<file path="src/rtl/score_bcd_converter.sv">
// Multi-cycle binary-to-BCD converter (shift-and-add-3) for the score display path.
// One registered result per start; leading-zero blanking and saturation on overflow.
//
// state | meaning
// IDLE  | waiting for start; outputs hold the last result
// CONV  | one double-dabble step per clock, BIN_W steps total
// FIN   | publish result, pulse done, return to IDLE
module score_bcd_converter #(
    parameter int BIN_W  = 10,
    parameter int DIGITS = 3
) (
    input  logic                  clk,
    input  logic                  resetn,
    input  logic                  start,
    input  logic [BIN_W-1:0]      bin,
    output logic                  busy,
    output logic                  done,
    output logic [4*DIGITS-1:0]   bcd,
    output logic [DIGITS-1:0]     blank,
    output logic                  overflow
);

    localparam int BCD_W = 4 * DIGITS;
    localparam int CMP_W = (BIN_W > BCD_W) ? BIN_W : BCD_W;
    localparam int CNT_W = (BIN_W > 1) ? $clog2(BIN_W) : 1;

    localparam logic [1:0] IDLE = 2'd0;
    localparam logic [1:0] CONV = 2'd1;
    localparam logic [1:0] FIN  = 2'd2;

    function automatic logic [CMP_W-1:0] pow10(input int n);
        logic [CMP_W-1:0] p;
        p = CMP_W'(1);
        for (int i = 0; i < n; i++) p = p * CMP_W'(10);
        return p;
    endfunction

    // 10^DIGITS always fits in 4*DIGITS bits, so CMP_W is wide enough for the limit.
    localparam logic [CMP_W-1:0] LIMIT = pow10(DIGITS);

    logic [1:0]        state;
    logic [BIN_W-1:0]  sr;
    logic [BCD_W-1:0]  acc;
    logic [BCD_W-1:0]  acc_adj;
    logic [CNT_W-1:0]  step;
    logic              ovf_pend;
    logic [DIGITS-1:0] blank_nxt;
    logic              zero_run;
    logic [CMP_W-1:0]  bin_ext;

    assign bin_ext = CMP_W'(bin);
    assign busy    = (state != IDLE);

    always_comb begin
        acc_adj = acc;
        for (int i = 0; i < DIGITS; i++) begin
            if (acc[4*i +: 4] >= 4'd5) acc_adj[4*i +: 4] = acc[4*i +: 4] + 4'd3;
        end
    end

    // Units digit is never blanked so that zero still shows a single "0".
    always_comb begin
        blank_nxt = '0;
        zero_run  = 1'b1;
        for (int i = DIGITS - 1; i >= 1; i--) begin
            zero_run     = zero_run & (acc[4*i +: 4] == 4'd0);
            blank_nxt[i] = zero_run;
        end
    end

    always_ff @(posedge clk or negedge resetn) begin
        if (!resetn) begin
            state    <= IDLE;
            sr       <= '0;
            acc      <= '0;
            step     <= '0;
            ovf_pend <= 1'b0;
            done     <= 1'b0;
            bcd      <= '0;
            blank    <= '0;
            overflow <= 1'b0;
        end else begin
            done <= 1'b0;
            case (state)
                IDLE: begin
                    if (start) begin
                        sr       <= bin;
                        acc      <= '0;
                        step     <= '0;
                        ovf_pend <= (bin_ext >= LIMIT);
                        state    <= CONV;
                    end
                end
                CONV: begin
                    acc <= {acc_adj[BCD_W-2:0], sr[BIN_W-1]};
                    sr  <= sr << 1;
                    if (step == CNT_W'(BIN_W - 1)) state <= FIN;
                    else                           step  <= step + CNT_W'(1);
                end
                FIN: begin
                    if (ovf_pend) begin
                        bcd      <= {DIGITS{4'h9}};
                        blank    <= '0;
                        overflow <= 1'b1;
                    end else begin
                        bcd      <= acc;
                        blank    <= blank_nxt;
                        overflow <= 1'b0;
                    end
                    done  <= 1'b1;
                    state <= IDLE;
                end
                default: state <= IDLE;
            endcase
        end
    end

endmodule
</file>
<file path="config.mk">
export PLATFORM = sky130hd
export DESIGN_NAME = score_bcd_converter
export DESIGN_NICKNAME = d
export VERILOG_FILES = /design/src/rtl/score_bcd_converter.sv
export SDC_FILE = /design/constraint.sdc
export NUM_CORES = 1
export LEC_CHECK = 0
export ABC_AREA = 1
export CAP_MARGIN = 10
export CORE_ASPECT_RATIO = 1.75
export CORE_MARGIN = 2
export CORE_UTILIZATION = 49
export CTS_CLUSTER_DIAMETER = 40
export DETAILED_ROUTE_END_ITERATION = 7
export HOLD_SLACK_MARGIN = 0.05
export MAX_ROUTING_LAYER = met4
export PLACE_DENSITY = 0.81
export SLEW_MARGIN = 20
export SYNTH_ARGS = -nofsm -noshare
export SYNTH_HDL_FRONTEND = slang
export SYNTH_SLANG_ARGS = --single-unit
</file>
<file path="constraint.sdc">
create_clock -name clk -period 1.13 [get_ports clk]
set_clock_uncertainty 0.1 [all_clocks]
set_input_delay 0.1695 -clock clk [delete_from_list [all_inputs] [get_ports clk]]
set_output_delay 0.1695 -clock clk [all_outputs]
set_load 0.03 [all_outputs]
</file>
======== After elaboration in Yosys (flattened, before gate mapping) ========
Cells that the tools add are included.
storage, ports and cells
  bits in registers ....................... 46
  logic and storage cells ................. 50
  output and inout port bits .............. 18
  bits of input ports ..................... 13
operators by class
  equal/unequal tests ..................... 6
  reductions and logical operators ........ 9
  muxes and demuxes ....................... 17
  bitwise operators ....................... 1
  magnitude comparators ................... 4
  $add $sub $neg .......................... 4
operator list
  operator                                                           count
  2-to-1 mux 12 bit                                                  2
  one-hot mux 12 bit (2 select lines)                                1
  one-hot mux 10 bit (2 select lines)                                1
  2-to-1 mux 4 bit                                                   4
  greater-or-equal comparator 4 x 3 -> 1 bit, second input constant  3
  greater-or-equal comparator 10 bit, second input constant          1
  2-to-1 mux 10 bit                                                  1
  adder 4 x 2 -> 4 bit, second input constant                        2
  zero test 4 bit                                                    2
  one-hot mux 4 bit (2 select lines)                                 1
  2-to-1 mux 3 bit                                                   2
  inequality test 2 bit, second input constant                       3
  AND reduction 2 bit                                                3
  adder 4 x 1 -> 4 bit, second input constant                        1
  == test 4 bit, second input constant                               1
  2-to-1 mux 2 bit                                                   2
  one-hot mux 2 bit (2 select lines)                                 1
  nonzero test 2 bit                                                 2
  adder 3 x 2 -> 3 bit, second input constant                        1
  AND reduction 3 bit                                                1
  == test 2 x 1 -> 1 bit, second input constant                      1
  == test 2 bit, second input constant                               1
  zero test 2 bit                                                    1
  2-to-1 mux 1 bit                                                   2
  AND 1 bit                                                          1

======== Longest topological paths before layout ========
  depth in word-level cells ............... 3
  gate-level depth with buffers ........... 9
  depth with buffers taken out ............ 9

======== Worst setup path before layout ========
No wires, ideal clock.
  kind .................................... flip-flop to flip-flop
  start ................................... register acc[4]
  end ..................................... register acc[5]
  cell stages (with the launch flop) ...... 9
  data required time ...................... 913 ps
  setup slack ............................. -118 ps
  data arrival time ....................... 1,031 ps
  period minus slack after synthesis ...... 1,248 ps
  buffers on the path ..................... 0
  setup time .............................. 117 ps
  path through ............................ dfrtp_1 -> inv_1 -> ha_1 -> inv_1 -> nand2_1 -> nand3_1 -> nand2_1 -> nand3_1 -> nand2_1
between the ends
  word-level cells in the longest chain between the ends .. 3
  elaborated cells between the ends (all ways) .. 4
  those cells by class .................... add/sub: 1; order compare: 1; mux: 2
RTL lines
  element                                                                             line  text
  from (decl)                                                                         43    logic [BCD_W-1:0] acc;
  from (signal assigned)                                                              95    acc <= {acc_adj[BCD_W-2:0], sr[BIN_W-1]};
  adder 4 x 2 -> 4 bit or greater-or-equal comparator 4 x 3 -> 1 bit (tied branches)  57    if (acc[4*i +: 4] >= 4'd5) acc_adj[4*i +: 4] = acc[4*i +: 4] + 4'd3;
  2-to-1 mux 4 bit *                                                                  57
  one-hot mux 12 bit (2 select lines) *                                               84    case (state)
Every way passes the cells marked *; elsewhere a longest branch is shown, timed or not.
A chain may end at the register's enable or synchronous reset.

======== Worst setup path after layout ========
  start ................................... register state[0]
  end ..................................... register bcd[10]
between the ends
  word-level cells in the longest chain between the ends .. 1
RTL lines
  element                 line  text
  from (decl)             41    logic [1:0] state;
  from (signal assigned)  73    state <= IDLE;
  from (signal assigned)  91    state <= CONV;
  from (signal assigned)  97    if (step == CNT_W'(BIN_W - 1)) state <= FIN;
  == test 2 bit           84
  to (signal assigned)    102   bcd <= {DIGITS{4'h9}};
  to (decl)               18    output logic [4*DIGITS-1:0] bcd,
No other way between the ends.

==> flow_metrics.py <==
metrics = {
    "status": {
        "status": "complete, but fails checks",
        "violations": "negative setup slack",
    },
    "synth": {
        "syn-num-nets": 293,
        "synthCells": 270,
        "syn-mean-instance-area_um2": 8.34,
        "yosysTopAreaCellShare_pct": 50.0,
        "synth_area_leaders": "dfrtp_1, nand2_1, o21ai_0",
        "synth_area_mm2": 0.00225,
        "ys_seq_area_share_pct": 50.0,
        "ys_seq_elements": 45,
        "yosys_warnings": 0,
        "yosysTopAreaCell": "dfrtp_1",
        "ys_types": 24,
    },
    "place": {
        "post_dp_cell_area_mm2": 0.00282,
        "io_buffers": 29,
        "gp_congestion": 0.837,
        "dp_hpwl_mm": 3.70,
        "pre_cts_slack_ns": -0.303,
    },
    "timing": {
        "final_hold_viol_count": 0,
        "rsz0062_at_grt": "true",
        "min_period_over_period_pct": 147,
        "finalCriticalPeriod_ns": 1.67,
        "max_freq_mhz": 600,
        "setup_viol": 48,
        "worst_slack_ns": -0.536,
        "maxSlewViolCount": 0,
        "final.setup.tns_ns": -11.57,
        "fin_worst_hold_slack_ns": 0.168,
    },
    "routing": {
        "drtIter0Drc": 119,
        "dr.pass1.iters": 5,
        "routed_wirelength_mm": 8.95,
        "vias_per_cell": 5.93,
        "route.detailed.drc": 0,
        "drtAntennaViolNets": 0,
        "post_drt_wl_per_cell_um": 21.0,
        "via_count": 2534,
    },
    "clock_tree": {
        "clkLatencyLatePin_ns": 0.32,
        "clockBufferDepth": 2,
        "cts_sinks": 45,
        "cts_buffers": 5,
        "clk_pin_slew_ns": 0.10,
        "tritoncts": "yes",
        "ctsHtreeMaxLevel": 2,
        "cts_root_buf": "clkbuf_8",
    },
    "grt": {
        "grt_pass1_vias": 2294,
        "antenna_found_initial": 0,
        "grt_use_total_pct": 26.7,
        "grt_pass1_wl_mm": 10.4,
        "grt.overflow.total": 0,
        "grt_max_degree": 20,
    },
    "critical_path": {
        "required_ns": 1.22,
        "critical_path.max_fanout": 6,
        "start_kind": "register",
        "endpoint_kind": "register",
        "crit_arrival_ns": 1.75,
        "critPathKind": "reg2reg",
    },
    "layout": {
        "final_nets": 398,
        "postLayoutCoreUtil_pct": 88.8,
        "area_delta_synth_final_pct": 73.6,
        "final_cell_area_mm2": 0.00391,
        "drive_gt1_share_pct": 53.5,
        "antennaDiodeCount": 0,
    },
    "die": {
        "die_w_um": 55.3,
        "initial_core_util_pct": 51.1,
        "die_h_um": 93.7,
        "core_area_mm2": 0.00440,
        "num_rows": 32,
        "dieArea_mm2": 0.00518,
        "pin_count": 31,
    },
    "hold_path": {
        "hold_class": "in2async",
    },
    "power": {
        "p_comb_share_pct": 62.9,
        "peakVddDrop_v": 0.00253,
        "power.leakage_nw": 1.92,
        "internal-power_mw": 6.60,
        "p_switching_mw": 5.47,
        "clock_power_share_pct": 12.6,
        "power_density_mw_per_mm2": 3090,
        "switching_share_pct": 45.3,
        "power_frac_seq_pct": 24.5,
    },
    "flow_run": {
        "maxCapViolCount": 0,
    },
}
## cells in the mapped netlist
library cell	n
clkinv_1	2
o21ai_2	1
inv_2	4
o22ai_1	2
nand2_2	1
nor2_1	14
inv_1	30
conb_1	1
o21a_1	1
xnor2_1	1
nand4_1	6
o21a_4	1
dfrtp_1	45
buf_6	3
buf_8	1
o21ai_0	27
nor2_4	2
nand2_1	79
nand3_1	23
ha_1	10
nand2_4	2
buf_4	1
o21ai_1	4
a21oi_1	9
## critical path, stage by stage, from the launching register on
cell	delay (ns)
dfrtp_1	0.43
inv_2	0.10
buf_6	0.12
buf_12	0.11
nand2_8	0.08
nor2_4	0.13
inv_2	0.10
o21ai_0	0.35
## power by group through the flow
stage	sequential (mW)	combinational, mW	clock (mW)
finish	2.96	7.59	1.52
global route	3.00	7.99	1.57
CTS	2.78	5.29	1.44
detailed placement	2.77	4.34	0
global placement	2.75	4.23	0
floorplan	3.15	2.47	0
## registers in the layout, summed over array words and instances (netlist names)
register	flops
ovf_pend	1
blank	2
bcd	12
overflow	1
done	1
sr	10
state	2
acc	12
step	4
## logic make-up (layout without fill, tap and decap cells)
| logic type | Yosys count | after routing | share of synthesized area (%) |
|---|---|---|---|
| adders and majority gates | 10 | 10 | 5.56 |
| DFF | 45 | 45 | 50.0 |
| and+or+nand+nor | 127 | 128 | 24.6 |
| AOI/OAI and AO/OA | 45 | 47 | 10.8 |
| other | 1 | 1 | 0.167 |
| buffers and inverters | 41 | 144 | 8.50 |
| xor gates and xnor gates | 1 | 1 | 0.389 |
## layer usage
| metal | global-route usage, % | up-vias | part of all wire (%) |
|---|---|---|---|
| met1 | 26.3 | 1242 | 33 |
| met3 | 3.99 | 55 | 5.1 |
| met4 | 14.0 | 0 | 6.4 |
| met5 | - | - | 0 |
| li1 | - | 1092 | - |
| met2 | 49.8 | 145 | 55 |
## worst paths after layout
path | from | slack [ns] | to | cells past startpoint
worst max-delay path | state[0] | -0.54 | bcd[10] | 7
worst max register to register | state[0] | -0.54 | bcd[10] | 7
worst min register to register | sr[7] | 0.43 | sr[7] | 2
worst min-delay path | resetn | 0.17 | bcd[1] | 2
min in group clk | bin[0] | 0.36 | sr[0] | 3
max in group asynchronous | resetn | 0.24 | bcd[4] | 3
## cell type report
class,count,area [µm²]
Fill cell,187,495
Clock inverter,3,65.1
Inverter,36,155
Tap cell,51,63.8
Timing Repair Buffer,98,971
Clock buffer,5,68.8
Sequential cell,45,1130
Timing Repair inverter,2,20.0
Multi-Input combinational cell,187,1440
## stage by stage
| step | power (mW) | cells |
|---|---|---|
| after floorplan | 5.62 | 270 |
| after global placement | 6.98 | 375 |
| after detailed placement | 7.12 | 375 |
| after CTS | 9.51 | 404 |
| after global routing | 12.6 | 427 |
| final | 12.1 | 427 |
## cell usage in the layout, fill, tap and decap left out, types with 2 or more instances in the layout
cell type	n
nand2_1	44
clkdlybuf4s50_1	11
nand3_4	3
nor2_4	6
a21oi_2	7
nand4_1	6
o21a_4	3
bufinv_16	2
o21ai_1	14
nand2_2	23
a21oi_1	2
buf_4	47
inv_1	19
buf_6	30
nand3_2	13
inv_8	3
nand2_8	3
ha_1	3
nand2_4	13
nor2_1	10
inv_2	12
inv_4	2
clkbuf_8	5
o21ai_2	9
o21ai_0	9
dfrtp_1	44
nand3_1	7
ha_4	7
buf_12	7
## timing repair
item                       in CTS  in global routing
pin swaps                      16                 32
setup buffers                  16                 23
cloned                          5                  1
setup endpoints to repair      51                 62
hold endpoints to repair       45                  0
gates resized for setup        59                 97
hold buffers                    1                  0
Power figures use the tool's default switching activity.
